[src/rtl/bf_pkg.sv]
// Shared types and constants for the brainfuck execution core.
package bf_pkg;

  typedef enum logic [3:0] {
    FETCH,
    EXEC,
    LD_WAIT,
    LD_CAP,
    OUT,
    IN,
    SC_WAIT,
    SC_CHK,
    HALT
  } state_t;

  localparam logic [7:0] OP_INC   = 8'h2B;  // '+'
  localparam logic [7:0] OP_DEC   = 8'h2D;  // '-'
  localparam logic [7:0] OP_RIGHT = 8'h3E;  // '>'
  localparam logic [7:0] OP_LEFT  = 8'h3C;  // '<'
  localparam logic [7:0] OP_JZ    = 8'h5B;  // '['
  localparam logic [7:0] OP_JNZ   = 8'h5D;  // ']'
  localparam logic [7:0] OP_OUT   = 8'h2E;  // '.'
  localparam logic [7:0] OP_IN    = 8'h2C;  // ','
  localparam logic [7:0] OP_END   = 8'h00;  // program terminator

  localparam logic [15:0] DATA_BASE_DEF = 16'h0100;

endpackage

[src/rtl/bf_core.sv]
// Brainfuck execution core: fetches program bytes on memory channel 2 and
// operates on a 256-cell tape through memory channel 1. Tape cell under the
// pointer is mirrored in cell_q so '+'/'-'/'['/']' never wait on a read.
module bf_core
  import bf_pkg::*;
#(
  parameter int                ADDR_W    = 16,
  parameter logic [ADDR_W-1:0] DATA_BASE = ADDR_W'(DATA_BASE_DEF),
  parameter int                PC_W      = 8,
  parameter int                DEPTH_W   = 8
) (
  input  logic              clk,
  input  logic              rst,
  output logic              mem_we,
  output logic [ADDR_W-1:0] mem_addr1,
  output logic [ADDR_W-1:0] mem_addr2,
  output logic [7:0]        mem_wdata,
  input  logic [7:0]        mem_rdata1,
  input  logic [7:0]        mem_rdata2,
  output logic              out_valid,
  output logic [7:0]        out_data,
  input  logic              out_ready,
  input  logic              in_valid,
  input  logic [7:0]        in_data,
  output logic              in_ready,
  output logic              halted,
  output logic              error
);

  state_t             state_q, state_d;
  logic [PC_W-1:0]    pc_q, pc_d;
  logic [7:0]         ptr_q, ptr_d;
  logic [7:0]         cell_q, cell_d;
  logic [DEPTH_W-1:0] depth_q, depth_d;
  logic               fwd_q, fwd_d;
  logic               halted_q, halted_d;
  logic               error_q, error_d;

  localparam logic [DEPTH_W-1:0] DEPTH_ONE = DEPTH_W'(1);
  localparam logic [PC_W-1:0]    PC_ONE    = PC_W'(1);

  assign mem_addr1 = DATA_BASE + ADDR_W'(ptr_q);
  assign mem_addr2 = ADDR_W'(pc_q);
  assign out_data  = cell_q;
  assign halted    = halted_q;
  assign error     = error_q;

  // State and datapath registers; reset restarts with a tape reload.
  always_ff @(posedge clk or posedge rst) begin
    if (rst) begin
      state_q  <= LD_WAIT;
      pc_q     <= '0;
      ptr_q    <= '0;
      cell_q   <= '0;
      depth_q  <= '0;
      fwd_q    <= 1'b0;
      halted_q <= 1'b0;
      error_q  <= 1'b0;
    end else begin
      state_q  <= state_d;
      pc_q     <= pc_d;
      ptr_q    <= ptr_d;
      cell_q   <= cell_d;
      depth_q  <= depth_d;
      fwd_q    <= fwd_d;
      halted_q <= halted_d;
      error_q  <= error_d;
    end
  end

  // Next-state decode, tape write strobes and stream handshakes.
  always_comb begin
    state_d   = state_q;
    pc_d      = pc_q;
    ptr_d     = ptr_q;
    cell_d    = cell_q;
    depth_d   = depth_q;
    fwd_d     = fwd_q;
    halted_d  = halted_q;
    error_d   = error_q;
    mem_we    = 1'b0;
    mem_wdata = cell_q;
    out_valid = 1'b0;
    in_ready  = 1'b0;

    case (state_q)
      FETCH: state_d = EXEC;

      EXEC: begin
        case (mem_rdata2)
          OP_INC, OP_DEC: begin
            cell_d    = (mem_rdata2 == OP_INC) ? cell_q + 8'd1 : cell_q - 8'd1;
            mem_we    = 1'b1;
            mem_wdata = cell_d;
            pc_d      = pc_q + PC_ONE;
            state_d   = FETCH;
          end
          OP_RIGHT, OP_LEFT: begin
            ptr_d   = (mem_rdata2 == OP_RIGHT) ? ptr_q + 8'd1 : ptr_q - 8'd1;
            pc_d    = pc_q + PC_ONE;
            state_d = LD_WAIT;
          end
          OP_OUT: state_d = OUT;
          OP_IN:  state_d = IN;
          OP_JZ: begin
            pc_d = pc_q + PC_ONE;
            if (cell_q == 8'd0) begin
              depth_d = DEPTH_ONE;
              fwd_d   = 1'b1;
              state_d = SC_WAIT;
            end else begin
              state_d = FETCH;
            end
          end
          OP_JNZ: begin
            if (cell_q != 8'd0) begin
              depth_d = DEPTH_ONE;
              fwd_d   = 1'b0;
              pc_d    = pc_q - PC_ONE;
              state_d = SC_WAIT;
            end else begin
              pc_d    = pc_q + PC_ONE;
              state_d = FETCH;
            end
          end
          OP_END: begin
            halted_d = 1'b1;
            state_d  = HALT;
          end
          default: begin
            pc_d    = pc_q + PC_ONE;
            state_d = FETCH;
          end
        endcase
      end

      LD_WAIT: state_d = LD_CAP;

      LD_CAP: begin
        cell_d  = mem_rdata1;
        state_d = FETCH;
      end

      OUT: begin
        out_valid = 1'b1;
        if (out_ready) begin
          pc_d    = pc_q + PC_ONE;
          state_d = FETCH;
        end
      end

      IN: begin
        in_ready = 1'b1;
        if (in_valid) begin
          cell_d    = in_data;
          mem_we    = 1'b1;
          mem_wdata = in_data;
          pc_d      = pc_q + PC_ONE;
          state_d   = FETCH;
        end
      end

      SC_WAIT: state_d = SC_CHK;

      SC_CHK: begin
        if (fwd_q) begin
          if (mem_rdata2 == OP_END) begin
            error_d  = 1'b1;
            halted_d = 1'b1;
            state_d  = HALT;
          end else begin
            pc_d = pc_q + PC_ONE;
            if (mem_rdata2 == OP_JNZ && depth_q == DEPTH_ONE) begin
              depth_d = '0;
              state_d = FETCH;
            end else begin
              if (mem_rdata2 == OP_JZ)       depth_d = depth_q + DEPTH_ONE;
              else if (mem_rdata2 == OP_JNZ) depth_d = depth_q - DEPTH_ONE;
              state_d = SC_WAIT;
            end
          end
        end else begin
          if (mem_rdata2 == OP_JZ && depth_q == DEPTH_ONE) begin
            depth_d = '0;
            pc_d    = pc_q + PC_ONE;
            state_d = FETCH;
          end else begin
            if (mem_rdata2 == OP_JNZ)     depth_d = depth_q + DEPTH_ONE;
            else if (mem_rdata2 == OP_JZ) depth_d = depth_q - DEPTH_ONE;
            if (pc_q == '0) begin
              error_d  = 1'b1;
              halted_d = 1'b1;
              state_d  = HALT;
            end else begin
              pc_d    = pc_q - PC_ONE;
              state_d = SC_WAIT;
            end
          end
        end
      end

      HALT: halted_d = 1'b1;

      default: state_d = HALT;
    endcase
  end

endmodule

[config.mk]
export PLATFORM = sky130hd
export DESIGN_NAME = bf_core
export DESIGN_NICKNAME = d
export VERILOG_FILES = /design/src/rtl/bf_pkg.sv /design/src/rtl/bf_core.sv
export SDC_FILE = /design/constraint.sdc
export NUM_CORES = 1
export LEC_CHECK = 0
export CORE_UTILIZATION = 55
export CTS_BUF_LIST = sky130_fd_sc_hd__clkbuf_8
export DETAILED_ROUTE_END_ITERATION = 10
export DONT_BUFFER_PORTS = 1
export PLACE_DENSITY = 0.7
export SYNTH_ARGS = -nofsm -noshare
export SYNTH_HDL_FRONTEND = slang
export SYNTH_SLANG_ARGS = --single-unit
export TNS_END_PERCENT = 1
[constraint.sdc]
create_clock -name clk -period 3.9 [get_ports clk]
set_input_delay 0.585 -clock clk [delete_from_list [all_inputs] [get_ports clk]]
set_output_delay 0.585 -clock clk [all_outputs]
set_load 0.03 [all_outputs]
==> results of run 1 <==
[cell usage after synthesis (all sizes together), types with 3 or more instances]
library cell / count
nand2: 43
nor2: 40
dfrtp: 38
o21ai: 33
a21oi: 30
buf: 23
nor3: 20
ha: 19
inv: 15
xnor2: 13
and3: 10
mux2i: 9
nand3: 9
clkbuf: 8
nor4: 8
a21o: 7
nor2b: 7
xor2: 7
nand2b: 5
nand4: 5
o21a: 5
o21bai: 5
or3: 5
a211oi: 4
and2: 4
nor3b: 4
a221o: 3
a221oi: 3
mux2: 3
nand4b: 3
o22ai: 3
o31ai: 3
[power by group]
part / internal, mW / switching, mW
Combinational: 0.0113 / 0.0413
Sequential: 0.404 / 0.00135
Clock: 0.207 / 0.158
Total: 0.623 / 0.200
[logic make-up (layout without fill, tap and decap cells)]
logic type | Yosys count | in the layout
simple gates | 176 | 176
compound gates | 118 | 118
buf+inv | 46 | 26
flops | 39 | 39
fa+ha+maj | 21 | 21
xor+xnor | 20 | 20
mux | 12 | 12
other cells | 2 | 16
[layout by cell type, fill, tap and decap left out, drive strengths merged, types with 6 or more instances in the layout]
master  instances
nand2          43
nor2           40
dfrtp          38
o21ai          33
a21oi          30
nor3           20
ha             19
conb           16
inv            15
xnor2          13
and3           10
mux2i           9
nand3           9
nor4            8
nor2b           7
xor2            7
a21o            7
clkbuf          6
[metal layers]
layer  GRT usage  share of wire  vias up
li1            -              -     1540
met1      0.3661           0.47     1558
met5           0              0        -
met2      0.4008           0.45      120
met4     0.08772          0.011        0
met3     0.06593          0.073        6
[worst paths after layout]
check / start / endpoint / cells after the start
max: mem_rdata2[7] / mem_wdata[7] / 11
min: rst / ptr_q[7]$_DFFE_PP0P_ / 2
max reg2reg: out_data[5]$_DFFE_PP0P_ / depth_q[7]$_DFFE_PP0P_ / 7
min reg2reg: depth_q[7]$_DFFE_PP0P_ / depth_q[7]$_DFFE_PP0P_ / 1
max in group asynchronous: rst / state_q[1]$_DFFE_PP1P_ / 2
min in group clk: mem_rdata1[6] / out_data[6]$_DFFE_PP0P_ / 2
[stage by stage]
step | hold slack, ns | instance area (µm²)
final | 0.2954 | 3628
after CTS | 0.3153 | 3623
after detailed placement | 0.5176 | 3506
after global routing | 0.3611 | 3628
after global placement | 0.4991 | 3506
after floorplan | 0.4719 | 3613
[worst reg2reg max path: cells and delay by family (launching register included)]
kind            cells  cell delay, ns
simple gates        3            0.87
mux                 1            0.22
compound gates      3            0.92
flops               1            0.57
[registers in the layout, summed over array words and instances (netlist names)]
signal	flops
depth_q	8
error	1
fwd_q	1
halted	1
out_data	8
pc_q	8
ptr_q	8
state_q	4
[layout make-up]
cell class	count	area [µm²]
clock buffers	6	82.58
clock inverters	2	35.03
fillers	557	2432
inverters	15	56.30
multi-input cells	363	2361
flip-flops and latches	39	977.2
well taps	75	93.84
repair buffers	3	22.52
==> results.yml, run 1 <==
floorplan:
  die_area_um2: 6791
  start_util: 0.5867
  core_area_um2: 6061
  rows: 28
  die_w_um: 82.41
  pin_count: 81
  fp.dieH_um: 82.41
synth:
  async_flop_share: 1.000
  syn_area_um2: 3556
  synth_largest_area_cell: "dfrtp_1"
  yosys.area_share.simple: 0.2635
  synth_top_family_by_area: "simple AND/OR/NAND/NOR gates"
  ys_types: 73
  synth_top_area_share: 0.2674
  synth_mux_area_frac: 0.03483
  ys_seq_area_frac: 0.2748
  synth.area.top_cells: "dfrtp_1, ha_1, o21ai_0"
  ys_warn_count: 0
  synth_edf_count: 0
  synth_area_per_cell_um2: 8.193
  synthXorXnorAreaFrac: 0.04926
  synth_flop_cell: "dfrtp_1"
  synth-seq-cells: 39
  synthAdderAreaFrac: 0.07811
  netlist_instances: 434
  synth_compound_area_frac: 0.2185
timing:
  fmax_mhz: 266.5
  tightestPinTransition_ns: 0.9219
  tns_ns: 0
  rsz0062_at_grt: "no"
  setup_viol: 0
  post-route-period-util: 0.9621
  finalMaxSlewViolations: 0
  setup_slack_ns: 0.1477
  hold_viol: 0
  fin_crit_ns: 3.752
  maxSlewHeadroom: 0.3807
  finClkSkew_ns: 0.002556
setup_path:
  path_cells: "or3b_1, or3_4, ha_1, a21oi_1, o2111ai_1, o31ai_1, xnor2_1, nor2_1, and3_1, nor3_2, buf_4"
  worstPathRequired_ns: 3.31
  critPathTopFamily: "simple AND/OR/NAND/NOR gates"
  worstSetupStartpointType: "input port"
  cp_max_fo: 8
  cpPeakStageDelay_ns: 0.43
  arrival_ns: 3.17
  slowest_stage: "or3b_1"
  path_buf_inv: 1
  ff2ff_setup_slack_ns: 1.19
  end_kind: "primary output"
  crit_type: "input port to primary output"
detailed_routing:
  vias: 3224
  drc_errors: 0
  ant_nets: 0
  drtIter0Drc: 181
  wl_um: 8500
  vias_per_cell: 6.410
  wl_per_cell_um: 16.90
  first_pass_iters: 5
grt:
  gr-usage-all-layers: 0.2649
  grt_first_pass_wirelength_um: 13720
  grt_pass1_vias: 2860
  antenna_found_initial: 0
  grt_overflow: 0
  grt_max_degree: 40
placed_design:
  hpwl_um: 6348
  dp_slack_ns: 0.07943
  place.gp.congestion: 0.8340
  io_buffers: 0
  dp.cells: 495
cts:
  clkTransAtPathRegs_ns: 0.08
  cts_tree: "done"
  cts-resized-gates: 0
  hold_buffers: 0
  cts.sinks: 39
  clkLatencyLatePin_ns: 0.30
  cts_root_buf: "clkbuf_8"
  numCtsBuffers: 5
  clock_path_buffers: 2
  htree_num_levels: 2
  post_cts_buffers: 0
hold_path:
  hold_class: "input port to async pin"
power_and_ir_drop:
  power_density_nw_per_um2: 226.8
  p_total_mw: 0.8229
  ir_drop_v: 0.0001623
  power_leakage_nw: 1.640
final_layout:
  final_net_count: 476
  stdcell_count: 503
  syn_to_final_growth_pct: 2.041
  final_layout_size_suffix_gt1_frac: 0.07710
  diodes: 0
  post-route-util: 0.5987
run:
  drv_cap: 0
run_status:
  status: "finished, final reports clean"
Note: power is estimated with default switching activity, not from simulation.
==> run 2: changes to the inputs <==
- CELL_PAD_IN_SITES_DETAIL_PLACEMENT: unset -> 0
- CELL_PAD_IN_SITES_GLOBAL_PLACEMENT: unset -> 1
- CORE_ASPECT_RATIO: unset -> 1.2
- CORE_UTILIZATION: 55 -> 49
- PLACE_DENSITY: 0.7 -> unset
- PLACE_DENSITY_LB_ADDON: unset -> 0.1
==> results.yml, run 2 (synthesized netlist as in run 1, its figures left out) <==
run:
  drv_cap: 0
final_layout:
  final_common_cell: "nand2_1"
  regArea_um2: 977.2
  post-route-util: 0.5211
  fillCellCount: 682
  layout_common_cells: "nand2_1, nor2_1, dfrtp_1, o21ai_0, a21oi_1"
  multi_input_area_um2: 2361
  final_layout_size_suffix_gt1_frac: 0.07710
  diodes: 0
  final_net_count: 476
  syn_to_final_growth_pct: 1.654
run_status:
  status: "finished, final reports clean"
setup_path:
  worstPathRequired_ns: 3.31
  end_kind: "primary output"
  startpoint: "mem_rdata2[7]"
  critPathTopFamily: "simple AND/OR/NAND/NOR gates"
  path_cells: "or3b_1, or3_4, ha_1, a21oi_1, o2111ai_1, o31ai_1, xnor2_1, nor2_1, and3_1, nor3_2, buf_4"
  arrival_ns: 3.12
  worstSetupStartpointType: "input port"
  cp_max_fo: 8
  ff2ff_setup_slack_ns: 1.03
  crit_type: "input port to primary output"
  reg2reg_depth: 7
  slowest_stage: "or3b_1"
  r2r-start: "out_data[0]$_DFFE_PP0P_"
  cpPeakStageDelay_ns: 0.41
  r2r-end: "depth_q[7]$_DFFE_PP0P_"
  path_buf_inv: 1
grt:
  grt_pass1_vias: 2990
  grt_first_pass_wirelength_um: 14390
  antenna_found_initial: 0
  grt_overflow: 0
  grt_max_degree: 25
  gr-usage-all-layers: 0.2413
cts:
  clock_path_buffers: 2
  htree_num_levels: 2
  cts.sinks: 39
  hold_buffers: 0
  clkTransAtPathRegs_ns: 0.09
  cts_root_buf: "clkbuf_8"
  post_cts_buffers: 0
  cts_tree: "done"
  clkLatencyLatePin_ns: 0.30
  numCtsBuffers: 5
hold_path:
  hold_class: "input port to async pin"
timing:
  fmax_mhz: 269.9
  fin_crit_ns: 3.705
  setup_viol: 0
  finClkSkew_ns: 0.009412
  maxSlewHeadroom: 0.3615
  hold_viol: 0
  finalMaxSlewViolations: 0
  post-route-period-util: 0.9501
  tightestPinTransition_ns: 0.9505
  rsz0062_at_grt: "no"
  tns_ns: 0
  hold_ws_ns: 0.3690
detailed_routing:
  drtIter0Drc: 143
  ant_nets: 0
  drc_errors: 0
  wl_per_cell_um: 16.95
  vias: 3105
  first_pass_iters: 4
  vias_per_cell: 6.029
  wl_um: 8729
placed_design:
  place.gp.congestion: 0.8905
  io_buffers: 0
  hpwl_um: 6561
floorplan:
  start_util: 0.5126
  rows: 33
  core_area_um2: 6937
  pin_count: 81
  die_w_um: 79.77
  fp.dieH_um: 95.32
  die_area_um2: 7603
power_and_ir_drop:
  power_leakage_nw: 1.619
  ir_drop_v: 0.0001341
  power_density_nw_per_um2: 205.7
  p_total_mw: 0.7434
## run 2: how the worst max path moves through the flow
stage / end / slack [ns] / cells past startpoint
finish: mem_wdata[7] / 0.19 / 11
global route: mem_wdata[7] / 0.02 / 11
CTS: mem_wdata[7] / 0.12 / 11
detailed placement: mem_wdata[7] / 0.14 / 11
global placement: mem_wdata[7] / 0.17 / 11
floorplan: mem_wdata[7] / 0.21 / 10
## run 2: per-layer routing
layer / up-vias / global-route usage / share of wire
met5: - / 0 / 0
met4: 0 / 0.06548 / 0.013
met3: 9 / 0.05455 / 0.057
met2: 87 / 0.4110 / 0.48
met1: 1473 / 0.3056 / 0.45
li1: 1536 / - / -
## run 2: repair_timing
item	CTS	global route
setup endpoints to repair	0	1
gates resized for setup	0	1
endpoints found under the hold margin	0	0
## run 2: layout make-up
type | instances | area share
Multi-Input combinational cell | 363 | 0.6532
Inverter | 15 | 0.01558
Clock buffer | 5 | 0.01904
Tap cell | 87 | 0.03011
Clock inverter | 3 | 0.005538
Timing Repair Buffer | 3 | 0.006231
Sequential cell | 39 | 0.2703
## run 2: metrics by stage
step           instance area [µm²]  worst slack, ns  cells
2_1_floorplan                 3613           0.2105    448
3_3_place_gp                  3521           0.1706    507
3_5_place_dp                  3521           0.1430    507
4_1_cts                       3610           0.1170    515
5_1_grt                       3615          0.01902    515
6_report                      3615           0.1946    515
## run 2: where the power goes
part           internal (mW)  switching (mW)  leakage, nW  total (mW)
clock network          0.125           0.161       0.0402       0.286
logic                 0.0112          0.0405         1.07      0.0517
registers              0.404         0.00134        0.510       0.406
==> run 3: changes to the inputs <==
- CORE_UTILIZATION: 49 -> 44
- clock period: 3.9 -> 3.4 ns (I/O delays scaled with it)
==> results.yml, run 3 (synthesized netlist as in run 1, its figures left out) <==
run_status:
  status: "finished, violations left"
  violations: "design-rule violations"
cts:
  hold_buffers: 0
  clock_path_buffers: 2
  numCtsBuffers: 5
  clkTransAtPathRegs_ns: 0.09
  cts_root_buf: "clkbuf_8"
  cts.sinks: 39
  cts_tree: "done"
  htree_num_levels: 2
  clkLatencyLatePin_ns: 0.30
run:
  drv_cap: 0
detailed_routing:
  drc_errors: 2
  vias: 3238
  vias_per_cell: 5.963
  ant_nets: 0
  wl_um: 9426
  drtIter0Drc: 126
  wl_per_cell_um: 17.36
  first_pass_iters: 7
final_layout:
  final_layout_size_suffix_gt1_frac: 0.1463
  post-route-util: 0.5046
  final_net_count: 499
  layout_common_cells: "nand2_1, nor2_1, dfrtp_1, o21ai_0, a21oi_1"
  syn_to_final_growth_pct: 9.993
  final_common_cell: "nand2_1"
  diodes: 0
  fillCellCount: 753
grt:
  antenna_found_initial: 0
  gr-usage-all-layers: 0.2292
  grt_pass1_vias: 3141
  grt_max_degree: 27
  grt_overflow: 0
  grt_first_pass_wirelength_um: 15510
setup_path:
  startpoint: "mem_rdata2[7]"
  cp_max_fo: 6
  worstSetupStartpointType: "input port"
  r2r-start: "out_data[1]$_DFFE_PP0P_"
  arrival_ns: 2.84
  ff2ff_setup_slack_ns: 0.65
  slowest_stage: "or3_4"
  cpPeakStageDelay_ns: 0.43
  end_kind: "primary output"
  r2r-end: "depth_q[7]$_DFFE_PP0P_"
  worstPathRequired_ns: 2.89
  path_cells: "or3b_1, or3_4, ha_4, nand3_1, o2111ai_2, o31ai_2, xnor2_1, nor2_2, and3_4, nor3_4, buf_12"
  crit_type: "input port to primary output"
  reg2reg_depth: 7
timing:
  post-route-period-util: 0.9861
  setup_viol: 0
  finalMaxSlewViolations: 0
  rsz0062_at_grt: "yes"
  fmax_mhz: 298.3
  hold_ws_ns: 0.3344
  maxSlewHeadroom: 0.3128
  finClkSkew_ns: 0.01126
  tns_ns: 0
  hold_viol: 0
  fin_crit_ns: 3.353
  tightestPinTransition_ns: 1.030
floorplan:
  pin_count: 81
  start_util: 0.4588
  die_area_um2: 8447
  fp.dieH_um: 100.5
  core_area_um2: 7751
  rows: 35
  die_w_um: 84.07
placed_design:
  hpwl_um: 7095
  io_buffers: 0
  place.gp.congestion: 0.8214
power_and_ir_drop:
  power_leakage_nw: 1.758
  power_density_nw_per_um2: 217.7
  ir_drop_v: 0.0001135
hold_path:
  hold_class: "input port to async pin"
## run 3: changes by cell type in the layout (fill, tap and decap cells not counted), sizes merged
| cell | change |
|---|---|
| buf | +23 |
| clkinvlp | -1 |
| inv | +1 |
## run 3: layer usage
metal  global-route usage  vias up  wire, µm
met5                    0        -         0
met3              0.05160       12       509
met4              0.06366        0       104
met1               0.2889     1554      4181
met2               0.3953       83      4630
li1                     -     1589         -
## run 3: critical path, delay by kind of cell
kind / cells / cell delay [ns]
buffers and inverters: 1 / 0.15
AO/OA/AOI/OAI: 2 / 0.31
adder cells (fa/ha/maj): 1 / 0.31
XOR/XNOR: 1 / 0.20
AND/OR/NAND/NOR: 6 / 1.35
## run 3: power by group
| group | internal [mW] | switching, mW |
|---|---|---|
| sequential | 0.464 | 0.000167 |
| combinational | 0.0166 | 0.0491 |
| clock | 0.141 | 0.181 |
## run 3: final cells by class
type                       count  area (µm²)  share of cell area
multi-input combinational    363        2457              0.6283
inverter                      15       56.30             0.01440
sequential                    39       977.2              0.2498
clock inverter                 3       16.27            0.004159
timing repair buffer          26       220.2             0.05630
tap                           92       115.1             0.02943
clock buffer                   5       68.82             0.01759
## run 3: worst max-delay path by stage
stage / to / cells after the start / slack (ns)
after floorplan: mem_wdata[7] / 10 / 0.002
after global placement: mem_wdata[7] / 11 / -0.08
after detailed placement: mem_wdata[7] / 11 / -0.11
after CTS: mem_wdata[7] / 11 / 0.03
after global routing: mem_wdata[7] / 11 / -0.09
final: mem_wdata[7] / 11 / 0.05
## run 3: timing repair
| item | CTS | global route |
|---|---|---|
| pin swaps | 4 | 0 |
| setup buffers | 0 | 0 |
| resized for setup | 4 | 2 |
| setup endpoints to repair | 1 | 2 |
## run 3: through the flow
step | cells | worst slack, ns | power, mW | instance area (µm²)
2_1_floorplan | 448 | 0.002036 | 0.5456 | 3690
3_3_place_gp | 535 | -0.08025 | 0.5382 | 3801
3_5_place_dp | 535 | -0.1067 | 0.5388 | 3801
4_1_cts | 543 | 0.03349 | 0.8600 | 3899
5_1_grt | 543 | -0.08507 | 0.8861 | 3911
6_report | 543 | 0.04711 | 0.8517 | 3911
